File: config.mk
export PLATFORM = sky130hd
export DESIGN_NAME = mips_multicycle_ctrl_flat
export DESIGN_NICKNAME = d
export VERILOG_FILES = /design/src/rtl/mips_multicycle_ctrl_if.sv /design/src/rtl/mips_multicycle_ctrl.sv /design/src/flat_wrapper.sv
export SDC_FILE = /design/constraint.sdc
export NUM_CORES = 1
export LEC_CHECK = 0
export BUFFER_PORTS_ARGS = -buffer_cell sky130_fd_sc_hd__buf_2
export CELL_PAD_IN_SITES_DETAIL_PLACEMENT = 0
export CELL_PAD_IN_SITES_GLOBAL_PLACEMENT = 1
export CORE_MARGIN = 10
export CORE_UTILIZATION = 41
export CTS_CLUSTER_SIZE = 20
export DETAILED_ROUTE_END_ITERATION = 8
export PLACE_DENSITY_LB_ADDON = 0.1
export SKIP_CTS_REPAIR_TIMING = 1
export SLEW_MARGIN = 0
export SYNTH_ARGS = -nofsm -noshare
export SYNTH_HDL_FRONTEND = slang
export SYNTH_SLANG_ARGS = --single-unit
File: constraint.sdc
create_clock -name clk -period 7.17 [get_ports clk]
set_input_delay 1.434 -clock clk [delete_from_list [all_inputs] [get_ports clk]]
set_output_delay 1.434 -clock clk [all_outputs]
set_load 0.1 [all_outputs]
File: src/rtl/mips_multicycle_ctrl_if.sv
// Handshake and strobe bundle between the multi-cycle sequencer and its datapath/SRAM side.
// master: the sequencer; slave: datapath, instruction and data SRAM.
interface mips_multicycle_ctrl_if #(
    parameter int unsigned CNT_W = 32
);
    logic [31:0]      inst_word;
    logic             halt;
    logic             inst_ack;
    logic             data_ack;
    logic             branch_taken;
    logic [5:0]       cur_state;
    logic             inst_req;
    logic             ir_wen;
    logic             pc_inc;
    logic             pc_redirect;
    logic             data_req;
    logic             data_we;
    logic             rf_wen;
    logic             retire;
    logic [CNT_W-1:0] retire_cnt;
    logic             timeout_err;

    modport master (
        input  inst_word, halt, inst_ack, data_ack, branch_taken,
        output cur_state, inst_req, ir_wen, pc_inc, pc_redirect,
               data_req, data_we, rf_wen, retire, retire_cnt, timeout_err
    );

    modport slave (
        output inst_word, halt, inst_ack, data_ack, branch_taken,
        input  cur_state, inst_req, ir_wen, pc_inc, pc_redirect,
               data_req, data_we, rf_wen, retire, retire_cnt, timeout_err
    );
endinterface

File: src/rtl/mips_multicycle_ctrl.sv
// MIPS32 multi-cycle sequencer: IF/ID/EX/MEM/WB state register, instruction class decode,
// SRAM req/ack handshake, external halt, req-without-ack watchdog and retire counter.
module mips_multicycle_ctrl #(
    parameter int unsigned TIMEOUT_CYC = 16,
    parameter int unsigned TO_W        = 8,
    parameter int unsigned CNT_W       = 32
) (
    input  logic                   clk,
    input  logic                   resetn,
    mips_multicycle_ctrl_if.master ctrl_bus
);

    typedef enum logic [5:0] {
        S_IF  = 6'b000001,
        S_ID  = 6'b000010,
        S_EX  = 6'b000100,
        S_MEM = 6'b001000,
        S_WB  = 6'b010000,
        S_ERR = 6'b100000
    } state_t;

    typedef enum logic [2:0] {
        C_ALU, C_BR, C_J, C_JAL, C_JR, C_JALR, C_LD, C_ST
    } cls_t;

    localparam bit              WD_EN    = (TIMEOUT_CYC != 0);
    localparam logic [TO_W-1:0] WD_LIMIT = TO_W'(WD_EN ? TIMEOUT_CYC - 1 : 0);

    state_t             r_state;
    state_t             w_state_nxt;
    logic [TO_W-1:0]    r_wait;
    logic [TO_W-1:0]    w_wait_nxt;
    logic [CNT_W-1:0]   r_retire_cnt;
    cls_t               w_cls;
    logic [5:0]         w_op;
    logic [5:0]         w_funct;
    logic               w_waiting;
    logic               w_inst_req;
    logic               w_ir_wen;
    logic               w_pc_inc;
    logic               w_pc_redirect;
    logic               w_data_req;
    logic               w_data_we;
    logic               w_rf_wen;
    logic               w_retire;
    logic               w_unused;

    assign w_op     = ctrl_bus.inst_word[31:26];
    assign w_funct  = ctrl_bus.inst_word[5:0];
    assign w_unused = ^ctrl_bus.inst_word[25:6];

    // Control-flow class of the instruction held in IR
    always_comb begin
        w_cls = C_ALU;
        case (w_op)
            6'h01, 6'h04, 6'h05, 6'h06, 6'h07:               w_cls = C_BR;
            6'h02:                                           w_cls = C_J;
            6'h03:                                           w_cls = C_JAL;
            6'h00: begin
                if (w_funct == 6'h08)      w_cls = C_JR;
                else if (w_funct == 6'h09) w_cls = C_JALR;
            end
            6'h20, 6'h21, 6'h22, 6'h23, 6'h24, 6'h25, 6'h26: w_cls = C_LD;
            6'h28, 6'h29, 6'h2A, 6'h2B, 6'h2E:               w_cls = C_ST;
            default:                                         w_cls = C_ALU;
        endcase
    end

    always_ff @(posedge clk or negedge resetn) begin
        if (!resetn) begin
            r_state      <= S_IF;
            r_wait       <= '0;
            r_retire_cnt <= '0;
        end else begin
            r_state      <= w_state_nxt;
            r_wait       <= w_wait_nxt;
            if (w_retire) r_retire_cnt <= r_retire_cnt + CNT_W'(1);
        end
    end

    // Next state and phase strobes; w_waiting marks a cycle spent with a request unanswered
    always_comb begin
        w_state_nxt   = r_state;
        w_waiting     = 1'b0;
        w_inst_req    = 1'b0;
        w_ir_wen      = 1'b0;
        w_pc_inc      = 1'b0;
        w_pc_redirect = 1'b0;
        w_data_req    = 1'b0;
        w_data_we     = 1'b0;
        w_rf_wen      = 1'b0;
        w_retire      = 1'b0;
        case (r_state)
            S_IF: begin
                w_inst_req = ~ctrl_bus.halt;
                if (!ctrl_bus.halt) begin
                    if (ctrl_bus.inst_ack) begin
                        w_ir_wen    = 1'b1;
                        w_pc_inc    = 1'b1;
                        w_state_nxt = S_ID;
                    end else begin
                        w_waiting = 1'b1;
                    end
                end
            end
            S_ID: w_state_nxt = S_EX;
            S_EX: begin
                case (w_cls)
                    C_J, C_JR: begin
                        w_pc_redirect = 1'b1;
                        w_retire      = 1'b1;
                        w_state_nxt   = S_IF;
                    end
                    C_BR: begin
                        w_pc_redirect = ctrl_bus.branch_taken;
                        w_retire      = 1'b1;
                        w_state_nxt   = S_IF;
                    end
                    C_JAL, C_JALR: begin
                        w_pc_redirect = 1'b1;
                        w_state_nxt   = S_WB;
                    end
                    C_LD, C_ST: w_state_nxt = S_MEM;
                    default:    w_state_nxt = S_WB;
                endcase
            end
            S_MEM: begin
                w_data_req = 1'b1;
                w_data_we  = (w_cls == C_ST);
                if (ctrl_bus.data_ack) begin
                    if (w_cls == C_ST) begin
                        w_retire    = 1'b1;
                        w_state_nxt = S_IF;
                    end else begin
                        w_state_nxt = S_WB;
                    end
                end else begin
                    w_waiting = 1'b1;
                end
            end
            S_WB: begin
                w_rf_wen    = 1'b1;
                w_retire    = 1'b1;
                w_state_nxt = S_IF;
            end
            S_ERR:   w_state_nxt = S_ERR;
            default: w_state_nxt = S_IF;
        endcase
        // An ack on the limit cycle clears w_waiting, so the normal transition wins
        if (WD_EN && w_waiting && (r_wait == WD_LIMIT)) begin
            w_state_nxt = S_ERR;
        end
    end

    // Watchdog counts consecutive unanswered request cycles within one state visit
    always_comb begin
        w_wait_nxt = r_wait;
        if ((w_state_nxt != r_state) || ((r_state == S_IF) && ctrl_bus.halt)) begin
            w_wait_nxt = '0;
        end else if (WD_EN && w_waiting) begin
            w_wait_nxt = r_wait + TO_W'(1);
        end
    end

    assign ctrl_bus.cur_state   = r_state;
    assign ctrl_bus.timeout_err = (r_state == S_ERR);
    assign ctrl_bus.retire_cnt  = r_retire_cnt;

    // Strobes are forced low while reset is held, independent of halt/ack inputs
    assign ctrl_bus.inst_req    = resetn & w_inst_req;
    assign ctrl_bus.ir_wen      = resetn & w_ir_wen;
    assign ctrl_bus.pc_inc      = resetn & w_pc_inc;
    assign ctrl_bus.pc_redirect = resetn & w_pc_redirect;
    assign ctrl_bus.data_req    = resetn & w_data_req;
    assign ctrl_bus.data_we     = resetn & w_data_we;
    assign ctrl_bus.rf_wen      = resetn & w_rf_wen;
    assign ctrl_bus.retire      = resetn & w_retire;

endmodule

File: src/flat_wrapper.sv
// flat-port wrapper written by rule: the top's interface ports become plain ports
module mips_multicycle_ctrl_flat 
#(
    parameter int unsigned TIMEOUT_CYC = 16,
    parameter int unsigned TO_W        = 8,
    parameter int unsigned CNT_W       = 32
)
  (clk, resetn, ctrl_bus_inst_word, ctrl_bus_halt, ctrl_bus_inst_ack, ctrl_bus_data_ack, ctrl_bus_branch_taken, ctrl_bus_cur_state, ctrl_bus_inst_req, ctrl_bus_ir_wen, ctrl_bus_pc_inc, ctrl_bus_pc_redirect, ctrl_bus_data_req, ctrl_bus_data_we, ctrl_bus_rf_wen, ctrl_bus_retire, ctrl_bus_retire_cnt, ctrl_bus_timeout_err);
  mips_multicycle_ctrl_if #(.CNT_W(CNT_W)) ctrl_bus_i ();
  input  logic clk;
  input  logic resetn;
  input wire logic [$bits(ctrl_bus_i.inst_word)-1:0] ctrl_bus_inst_word;
  input wire logic [$bits(ctrl_bus_i.halt)-1:0] ctrl_bus_halt;
  input wire logic [$bits(ctrl_bus_i.inst_ack)-1:0] ctrl_bus_inst_ack;
  input wire logic [$bits(ctrl_bus_i.data_ack)-1:0] ctrl_bus_data_ack;
  input wire logic [$bits(ctrl_bus_i.branch_taken)-1:0] ctrl_bus_branch_taken;
  output wire logic [$bits(ctrl_bus_i.cur_state)-1:0] ctrl_bus_cur_state;
  output wire logic [$bits(ctrl_bus_i.inst_req)-1:0] ctrl_bus_inst_req;
  output wire logic [$bits(ctrl_bus_i.ir_wen)-1:0] ctrl_bus_ir_wen;
  output wire logic [$bits(ctrl_bus_i.pc_inc)-1:0] ctrl_bus_pc_inc;
  output wire logic [$bits(ctrl_bus_i.pc_redirect)-1:0] ctrl_bus_pc_redirect;
  output wire logic [$bits(ctrl_bus_i.data_req)-1:0] ctrl_bus_data_req;
  output wire logic [$bits(ctrl_bus_i.data_we)-1:0] ctrl_bus_data_we;
  output wire logic [$bits(ctrl_bus_i.rf_wen)-1:0] ctrl_bus_rf_wen;
  output wire logic [$bits(ctrl_bus_i.retire)-1:0] ctrl_bus_retire;
  output wire logic [$bits(ctrl_bus_i.retire_cnt)-1:0] ctrl_bus_retire_cnt;
  output wire logic [$bits(ctrl_bus_i.timeout_err)-1:0] ctrl_bus_timeout_err;
  assign ctrl_bus_i.inst_word = ctrl_bus_inst_word;
  assign ctrl_bus_i.halt = ctrl_bus_halt;
  assign ctrl_bus_i.inst_ack = ctrl_bus_inst_ack;
  assign ctrl_bus_i.data_ack = ctrl_bus_data_ack;
  assign ctrl_bus_i.branch_taken = ctrl_bus_branch_taken;
  assign ctrl_bus_cur_state = ctrl_bus_i.cur_state;
  assign ctrl_bus_inst_req = ctrl_bus_i.inst_req;
  assign ctrl_bus_ir_wen = ctrl_bus_i.ir_wen;
  assign ctrl_bus_pc_inc = ctrl_bus_i.pc_inc;
  assign ctrl_bus_pc_redirect = ctrl_bus_i.pc_redirect;
  assign ctrl_bus_data_req = ctrl_bus_i.data_req;
  assign ctrl_bus_data_we = ctrl_bus_i.data_we;
  assign ctrl_bus_rf_wen = ctrl_bus_i.rf_wen;
  assign ctrl_bus_retire = ctrl_bus_i.retire;
  assign ctrl_bus_retire_cnt = ctrl_bus_i.retire_cnt;
  assign ctrl_bus_timeout_err = ctrl_bus_i.timeout_err;
  mips_multicycle_ctrl #(.TIMEOUT_CYC(TIMEOUT_CYC), .TO_W(TO_W), .CNT_W(CNT_W)) u_core (.clk(clk), .resetn(resetn), .ctrl_bus(ctrl_bus_i));
endmodule
==> results of run 1 <==
metal layers:
layer	global-route usage (%)	vias up
li1	-	1091
met1	17.5	1098
met2	21.4	60
met3	3.22	2
met4	2.93	0
met5	0	-
Yosys cell counts, types with 2 or more instances:
| cell | number | area, um2 |
|---|---|---|
| sky130_fd_sc_hd__dfrtp_1 | 45 | 1130 |
| sky130_fd_sc_hd__xor2_1 | 33 | 289 |
| sky130_fd_sc_hd__nand2_1 | 21 | 78.8 |
| sky130_fd_sc_hd__a21oi_1 | 17 | 85.1 |
| sky130_fd_sc_hd__nand3_1 | 14 | 70.1 |
| sky130_fd_sc_hd__a211oi_1 | 13 | 97.6 |
| sky130_fd_sc_hd__nand4_1 | 12 | 75.1 |
| sky130_fd_sc_hd__nor3_1 | 12 | 60.1 |
| sky130_fd_sc_hd__nor2_1 | 11 | 41.3 |
| sky130_fd_sc_hd__clkbuf_1 | 7 | 26.3 |
| sky130_fd_sc_hd__inv_1 | 6 | 22.5 |
| sky130_fd_sc_hd__xnor2_1 | 6 | 52.6 |
| sky130_fd_sc_hd__and3_1 | 5 | 31.3 |
| sky130_fd_sc_hd__o21ai_0 | 5 | 25.0 |
| sky130_fd_sc_hd__a2111oi_1 | 4 | 40.0 |
| sky130_fd_sc_hd__and2_1 | 4 | 25.0 |
| sky130_fd_sc_hd__a21boi_0 | 3 | 22.5 |
| sky130_fd_sc_hd__nand4b_1 | 3 | 26.3 |
| sky130_fd_sc_hd__a2111oi_4 | 2 | 55.1 |
| sky130_fd_sc_hd__a211o_1 | 2 | 17.5 |
| sky130_fd_sc_hd__a31oi_1 | 2 | 12.5 |
| sky130_fd_sc_hd__buf_1 | 2 | 7.51 |
| sky130_fd_sc_hd__buf_2 | 2 | 10.0 |
| sky130_fd_sc_hd__buf_6 | 2 | 22.5 |
| sky130_fd_sc_hd__ha_1 | 2 | 25.0 |
| sky130_fd_sc_hd__nand2b_1 | 2 | 12.5 |
| sky130_fd_sc_hd__nand3b_1 | 2 | 15.0 |
| sky130_fd_sc_hd__nor4_1 | 2 | 12.5 |
report_power, final:
part	switching, mW	internal, mW	leakage [nW]
Clock	0.0941	0.104	0.0504
Sequential	0.00490	0.263	0.487
Combinational	0.0507	0.0176	0.656
through the flow:
| step | total power, mW | cell area [um2] | cells |
|---|---|---|---|
| final | 0.534 | 3160 | 405 |
| after global routing | 0.557 | 3160 | 405 |
| after CTS | 0.543 | 3160 | 405 |
| after detailed placement | 0.342 | 3040 | 397 |
| after global placement | 0.341 | 3040 | 397 |
| after floorplan | 0.321 | 2680 | 267 |
cell families (layout without fill, tap and decap cells):
group,Yosys count,count (layout),share of synthesized area [%]
simple gates,101,101,21.5
buf+inv,20,81,3.60
fa+ha+maj,2,2,0.935
xor+xnor,39,39,12.8
mux,2,2,0.795
compound gates,57,57,17.4
flops,46,46,43.1
cell type report:
type / count / area share, %
clock buffer: 5 / 2.18
clock inverter: 3 / 1.43
inverter: 6 / 0.714
multi-input combinational: 201 / 45.2
sequential: 46 / 36.5
tap: 77 / 3.05
timing repair buffer: 67 / 10.9
cells in the final DEF (no fill, tap or decap), types with 11 or more instances in the layout:
cell and instances:
sky130_fd_sc_hd__buf_2 64, sky130_fd_sc_hd__dfrtp_1 45, sky130_fd_sc_hd__xor2_1 33, sky130_fd_sc_hd__nand2_1 21, sky130_fd_sc_hd__a21oi_1 17, sky130_fd_sc_hd__nand3_1 14, sky130_fd_sc_hd__a211oi_1 13, sky130_fd_sc_hd__nor3_1 12
sky130_fd_sc_hd__nand4_1 12, sky130_fd_sc_hd__nor2_1 11
state kept, by name (all words and copies together), names as in the netlist:
signal,cells
u_core.ctrl_bus.retire_cnt,32
u_core.r_wait,8
u_core.ctrl_bus.cur_state,6
path summary, 6_finish.rpt:
| path | end | startpoint | slack (ns) |
|---|---|---|---|
| setup / recovery | ctrl_bus_retire | ctrl_bus_inst_word[26] | 2.56 |
| hold / removal | u_core.ctrl_bus.retire_cnt[31] | u_core.ctrl_bus.retire_cnt[31] | 0.49 |
| setup reg to reg | u_core.r_wait[2] | u_core.ctrl_bus.cur_state[3] | 4.43 |
| hold reg to reg | u_core.ctrl_bus.retire_cnt[31] | u_core.ctrl_bus.retire_cnt[31] | 0.49 |
| max in group asynchronous | u_core.ctrl_bus.cur_state[0] | resetn | 5.24 |
| min in group asynchronous | u_core.ctrl_bus.cur_state[2] | resetn | 1.12 |
==> impl_summary.md, run 1 <==
Floorplan
The die is 101 um tall. The die covers 10,200 um2. Row generation in the floorplan step produced 29 rows. The count of pins on the block boundary is 85.

The width of the chip is 101 um. The placeable core region is 6350 um2. The effective utilization at floorplan is 42.1%.

Critical path
In this design, the largest share of critical-path delay is due to buffers and inverters. The cell type of the slowest stage on the worst timing path is sky130_fd_sc_hd__buf_2. Along the worst path, the maximum fanout reaches 34.

The setup path with the least slack is of type in2out. In this run the number of cells on the critical path is 7. The largest single stage delay on the critical path is 0.44 ns. The number of cells traversed by the worst register-to-register path is 6. The number of buffers and inverters on the critical path is 3. The critical path goes through buf_2, nand2b_1, a211oi_1, a32oi_2, buf_4, a21oi_1, buf_2. STA classifies the critical path startpoint as an input pin. For the worst setup path, the data required time is 5.74 ns. The most prevalent standard cell on the critical path is sky130_fd_sc_hd__buf_2. The capturing element type of the critical path is an output port.

For the worst setup path, the data arrival time is 3.18 ns.

Logic synthesis
The share of async-settable or async-resettable flops after synthesis is 100%. The sequential element share of the synthesized area is 43.1%. In this run, synthesis inferred 0 flip-flops with an integrated enable.

The synthesized netlist net count is 307. After synthesis the cells add up to 2680 um2. In this run, synthesis produced a sequential element count of 46.

Yosys printed 0 warnings. In the synthesized netlist the dominant register cell turns out to be sky130_fd_sc_hd__dfrtp_1. Counting every instance in the synthesized netlist gives 267. The count of unique library cells instantiated by Yosys is 54. Dividing the synthesized area by the synthesized cell count gives 10.0 um2.

Layout
The sequential cell area in the final layout is 1150 um2. The number of antenna diodes is 0. In the final layout, the share of cells above drive strength 1 is 27.4%. Summing all multi-input logic gate instances after layout gives 1430 um2.

Relative to the synthesized area, the layout overhead comes to 17.9%. The total of fill cells in the finished design is 627. At the end of the flow, the number of nets in the layout was 367. The share of the core filled with cells is 49.7%.

Timing
The total negative setup slack is 0 ns. The final worst-path setup slack is 2.56 ns. The tightest slew margin relative to the limit is 46.3%.

The worst hold-check slack is 0.486 ns. The final hold violation count came to 0. The slew of the pin with the lowest slew margin is 0.802 ns.

Setup repair after global routing left no endpoint under its margin. The final number of setup-violating endpoints is 0. The final-report max-slew violation count was 0. The minimum clock period after layout is 4.61 ns. The worst path uses 64.3% of the clock period. The highest achievable clock rate is 217 MHz.

The final clock skew is 0.00597 ns.

Drt
The highest layer touched by signal routing is met4. The violation count after the first detailed-routing iteration is 99. After detailed routing, the wire length on met1 is 3040 um. The vias per cell is 5.56. In the routed design, unresolved DRC markers number 0. Dividing the detail-routed wire length by the instance count gives 16.4 um. Summed over all nets, wire length on met2 after detailed routing comes to 3210 um. For this run, the detailed router's first-pass iteration total came to 4. The final antenna-violating net count is 0.

After detailed routing, the met3 layer carries 378 um of wire. The via total after detailed routing is 2,251. Wires add up to 6660 um.

Clock tree
The tree is rooted in a sky130_fd_sc_hd__clkbuf_8. TritonCTS built the clock tree. The clock net in this run drives a total of 46 sinks. In this run, CTS created clock tree buffers numbering 5. The number of levels in the clock H-tree is 2. Clock latency on the worst-skew pair, taken at its later pin, is 0.30 ns.

After clock tree synthesis, the clock-pin slew on the worst setup and hold paths is 0.09 ns. The clock passes through at most 2 buffers.

GRT
The number of global-route vias before repair is 2,261. The largest net degree at the start of global routing is 35. The global-route wire length before repair is 11,300 um. The number of antenna violations at the first check in global routing was 0.

The total routing resource utilization after global routing is 13.3%. The total overflow reported by the global router is 0.

Placed design
The wire-length estimate of the detail-placed layout is 4780 um. The global placement routability congestion is 0.798. Port buffering added 64 buffers. OpenSTA, run right after detailed placement, puts the worst setup slack at 2.56 ns.

Flow run
The tool flagged a number of max-cap violations equal to 0.

Power and ir drop
Across the VDD grid, the largest voltage drop is 0.113 mV. Dividing total power by cell area gives a power density of 169 nW/um2. The static leakage is 1.19 nW.

Worst hold path
The path class of the tightest hold or removal check is reg2reg. Along the worst hold path, the cell count comes to 1.

Run status
The flow ran to the end, and the final reports show no timing, DRC or antenna violations.
Note: power is estimated with default switching activity, not from simulation.
==> run 2: changes to the inputs <==
- ABC_AREA: not set -> 1
- CORE_UTILIZATION: 41 -> 37
- clock period: 7.17 -> 4.6 ns (I/O delays scaled with it)
==> impl_summary.md, run 2 <==
Critical path
The maximum net fanout on the critical path is 7 (was 34). The critical path buffer and inverter count was 3 (unchanged). The capturing element type of the critical path is an output port (unchanged).

The critical path arrival came to 2.54 ns (was 3.18 ns). The kind of cell adding the most delay to the critical path is simple AND/OR/NAND/NOR gates (was buffers and inverters). The element type at the critical path start was an input pin (unchanged). The delay of the slowest cell on the worst path is 0.43 ns (was 0.44 ns).

The cell type of the slowest stage on the worst timing path is sky130_fd_sc_hd__buf_2 (unchanged). The start-to-end type of the worst setup path was in2out (unchanged). The most prevalent standard cell on the critical path is sky130_fd_sc_hd__nand2_1 (was sky130_fd_sc_hd__buf_2). The worst endpoint required time came to 3.68 ns (was 5.74 ns).

Cell Chain, Critical Path: buf_2, nor2_2, nand2_1, nor2_1, nand2_1, a21oi_2, nand2_1, nand2_1, nand2_1, nand2_2, inv_2, nor2_1, buf_2 (was buf_2, nand2b_1, a211oi_1, a32oi_2, buf_4, a21oi_1, buf_2).

Logic synthesis
The synthesized netlist net count is 439 (was 307). The synthesized instance count came to 399 (was 267). The average size of a mapped cell is 7.48 um2 (was 10.0 um2).

Most frequent cells after synthesis: sky130_fd_sc_hd__nand2_1, sky130_fd_sc_hd__nor2_1, sky130_fd_sc_hd__inv_1 (was sky130_fd_sc_hd__dfrtp_1, sky130_fd_sc_hd__xor2_1, sky130_fd_sc_hd__nand2_1). The count of flip-flops with a built-in enable after synthesis is 0 (unchanged). Cell types with the largest area share after synthesis: sky130_fd_sc_hd__dfrtp_1, sky130_fd_sc_hd__nand2_1, sky130_fd_sc_hd__xor2_1 (was sky130_fd_sc_hd__dfrtp_1, sky130_fd_sc_hd__xor2_1, sky130_fd_sc_hd__a211oi_1). The post-synthesis instance area came to 2980 um2 (was 2680 um2). The count of unique library cells instantiated by Yosys came to 37 (was 54). The share of async-settable or async-resettable flops after synthesis was 100% (unchanged). The flip-flop and latch count after synthesis is 46 (unchanged). The cell taking the most area after synthesis is sky130_fd_sc_hd__dfrtp_1 (unchanged). The dominant cell by count in the synthesized netlist is sky130_fd_sc_hd__nand2_1 (was sky130_fd_sc_hd__dfrtp_1). The number of synthesis warnings came to 0 (unchanged). The sequential element share of the synthesized area came to 38.6% (was 43.1%). The area share of the largest cell type after synthesis is 37.7% (was 42.1%). The dominant synthesized flop cell is sky130_fd_sc_hd__dfrtp_1 (unchanged).

Timing
The final-report max-slew violation count was 0 (unchanged). The slew of the pin with the lowest slew margin came to 0.599 ns (was 0.802 ns). The worst hold-check slack came to 0.522 ns (was 0.486 ns).

The final hold violation count is 0 (unchanged). In the finished design, the share of the clock period the worst path needs comes to 75.2%. The final number of setup-violating endpoints came to 0 (unchanged). Timing would allow up to 289 MHz. The final clock skew is 0.00914 ns (was 0.00597 ns).

The minimum clock period after layout is 3.46 ns. The total negative setup slack came to 0 ns (unchanged). RSZ-0062 raised after global routing: false (unchanged).

The tightest slew margin relative to the limit is 60.1% (was 46.3%).

Drt
The number of detailed-routing iterations run before antenna repair was 4 (unchanged). The routed length per instance was 13.6 um (was 16.4 um). The routed wire length is 7740 um (was 6660 um).

The via total after detailed routing is 2,700 (was 2,251). The vias per cell was 4.74 (was 5.56). The violation count after the first detailed-routing iteration is 132 (was 99).

The final antenna-violating net count came to 0 (unchanged). The number of remaining DRC errors is 0 (unchanged).

Clock tree
The number of levels in the clock H-tree is 2 (unchanged). The register clock-pin slew on the reported worst setup and hold paths is 0.08 ns (was 0.09 ns). The total CTS buffers is 5 (unchanged). The maximum clock insertion buffer count was 2 (unchanged). The number of sinks handled by clock tree synthesis is 46 (unchanged). The clock network latency to the later pin of the worst-skew pair is 0.30 ns (about the same). The CTS tree is yes (unchanged). The root buffer selected by CTS is sky130_fd_sc_hd__clkbuf_8 (unchanged).

GRT
The global-route wire length before repair is 12,900 um (was 11,300 um). The total routing resource utilization after global routing is 13.2% (was 13.3%). The number of antenna violations at the first check in global routing was 0 (unchanged). The total overflow reported by the global router is 0 (unchanged). The number of global-route vias before repair is 2,600 (was 2,261). The largest net degree at the start of global routing came to 47 (was 35).

Layout
The most frequent standard cell in the layout excluding fill and tap cells is sky130_fd_sc_hd__nand2_1 (was sky130_fd_sc_hd__buf_2). The flip-flop count of the largest register after layout was 32 (unchanged). The area growth from synthesis to layout is 18.2% (was 17.9%). The share of the core filled with cells came to 45.4% (was 49.7%). The number of nets in the finished design is 507 (was 367). The number of antenna diodes was 0 (unchanged). Commonest non-fill, non-tap cells in the layout: sky130_fd_sc_hd__nand2_1, sky130_fd_sc_hd__buf_2, sky130_fd_sc_hd__nor2_1 (was sky130_fd_sc_hd__buf_2, sky130_fd_sc_hd__dfrtp_1, sky130_fd_sc_hd__xor2_1).

The share of layout cells above drive strength 1 is 24.1% (was 27.4%). The total of fill cells in the finished design was 833 (was 627).

Power and ir drop
The total power per unit cell area is 407 nW/um2 (was 169 nW/um2). The static leakage came to 1.77 nW (was 1.19 nW). The maximum resistive drop on vdd is 0.172 mV (was 0.113 mV).

Placed design
The half-perimeter wire length after detailed placement came to 6140 um (was 4780 um). The global placement routability congestion is 0.827 (was 0.798). The count of input and output buffers is 64 (unchanged).

Worst hold path
The class of the tightest hold or removal check is reg2reg (unchanged).

Floorplan
The vertical die dimension is 110 um (was 101 um). The placeable core region is 7770 um2 (was 6350 um2). The number of cell rows is 32 (was 29). The effective utilization at floorplan is 38.4% (was 42.1%). The count of pins on the block boundary is 85 (unchanged). The width of the chip is 110 um (was 101 um). The die area is 12,100 um2 (was 10,200 um2).

Run status
Outcome: finished, final reports clean (unchanged).

Flow run
The max-capacitance violation count came to 0 (unchanged).
run 2: cell count changes after synthesis, sizes merged, moves of 9 or more:
cell    change
nand2      +78
inv        +52
nor2       +51
a211oi     -14
a21oi      -14
nand3      +11
o21ai      +10
xor2       -10
nor3        +9
run 2: cell families after synthesis:
group                      synth area share, %
muxes                                    0.335
xor gates and xnor gates                  9.98
AOI/OAI and AO/OA                         4.15
DFF                                       38.6
buffers and inverters                     8.64
and+or+nand+nor                           37.4
adders and majority gates                0.838
run 2: path summary, 6_finish.rpt:
| path | from | endpoint | slack [ns] | depth (start not counted) |
|---|---|---|---|---|
| max | ctrl_bus_inst_word[31] | ctrl_bus_retire | 1.14 | 13 |
| min | u_core.ctrl_bus.retire_cnt[25] | u_core.ctrl_bus.retire_cnt[25] | 0.52 | 1 |
| max reg2reg | u_core.ctrl_bus.cur_state[1] | u_core.ctrl_bus.retire_cnt[11] | 2.36 | 11 |
| min reg2reg | u_core.ctrl_bus.retire_cnt[25] | u_core.ctrl_bus.retire_cnt[25] | 0.52 | 1 |
| max in group asynchronous | resetn | u_core.ctrl_bus.retire_cnt[15] | 3.47 | 2 |
| min in group asynchronous | resetn | u_core.ctrl_bus.retire_cnt[31] | 0.72 | 2 |
run 2: power by group:
| group | leakage [nW] | switching (mW) | internal, mW | total [mW] |
|---|---|---|---|---|
| clock | 0.0585 | 0.140 | 0.177 | 0.317 |
| combinational | 1.14 | 0.504 | 0.117 | 0.621 |
| sequential | 0.576 | 0.0510 | 0.448 | 0.499 |
| total | 1.77 | 0.695 | 0.743 | 1.44 |
run 2: area by class of cell:
type	instances	area [um2]	share of cell area, %
inverters	58	218	6.17
clock buffers	7	86.3	2.45
multi-input cells	290	1580	44.8
clock inverters	1	30.0	0.851
well taps	102	128	3.62
flip-flops and latches	46	1150	32.7
repair buffers	66	335	9.50
run 2: worst reg2reg max path, cell delays in order (launching register included):
cell and delay [ns]:
sky130_fd_sc_hd__dfrtp_1 0.46, sky130_fd_sc_hd__nor2_1 0.23, sky130_fd_sc_hd__nand4_4 0.18, sky130_fd_sc_hd__inv_2 0.09, sky130_fd_sc_hd__nand2_1 0.05, sky130_fd_sc_hd__nor2_1 0.13, sky130_fd_sc_hd__a31oi_1 0.07, sky130_fd_sc_hd__nand2_2 0.11
sky130_fd_sc_hd__buf_4 0.37, sky130_fd_sc_hd__nand4_4 0.20, sky130_fd_sc_hd__nor3_1 0.18, sky130_fd_sc_hd__nor2_1 0.07
run 2: per-layer routing:
layer,up-vias,track usage (%),part of all wire (%)
met5,-,0,0
met4,0,2.79,0.48
met3,4,3.39,6.3
met2,59,19.2,43
met1,1236,19.0,50
li1,1401,-,-
run 2: metrics by stage:
stage / total power, mW / area (um2) / std cells / setup slack (ns)
global route: 1.52 / 3530 / 570 / 0.969
detailed placement: 1.13 / 3410 / 562 / 1.14
global placement: 1.13 / 3410 / 562 / 1.16
CTS: 1.46 / 3530 / 570 / 1.14
floorplan: 1.02 / 2990 / 399 / 0.187
finish: 1.44 / 3530 / 570 / 1.14
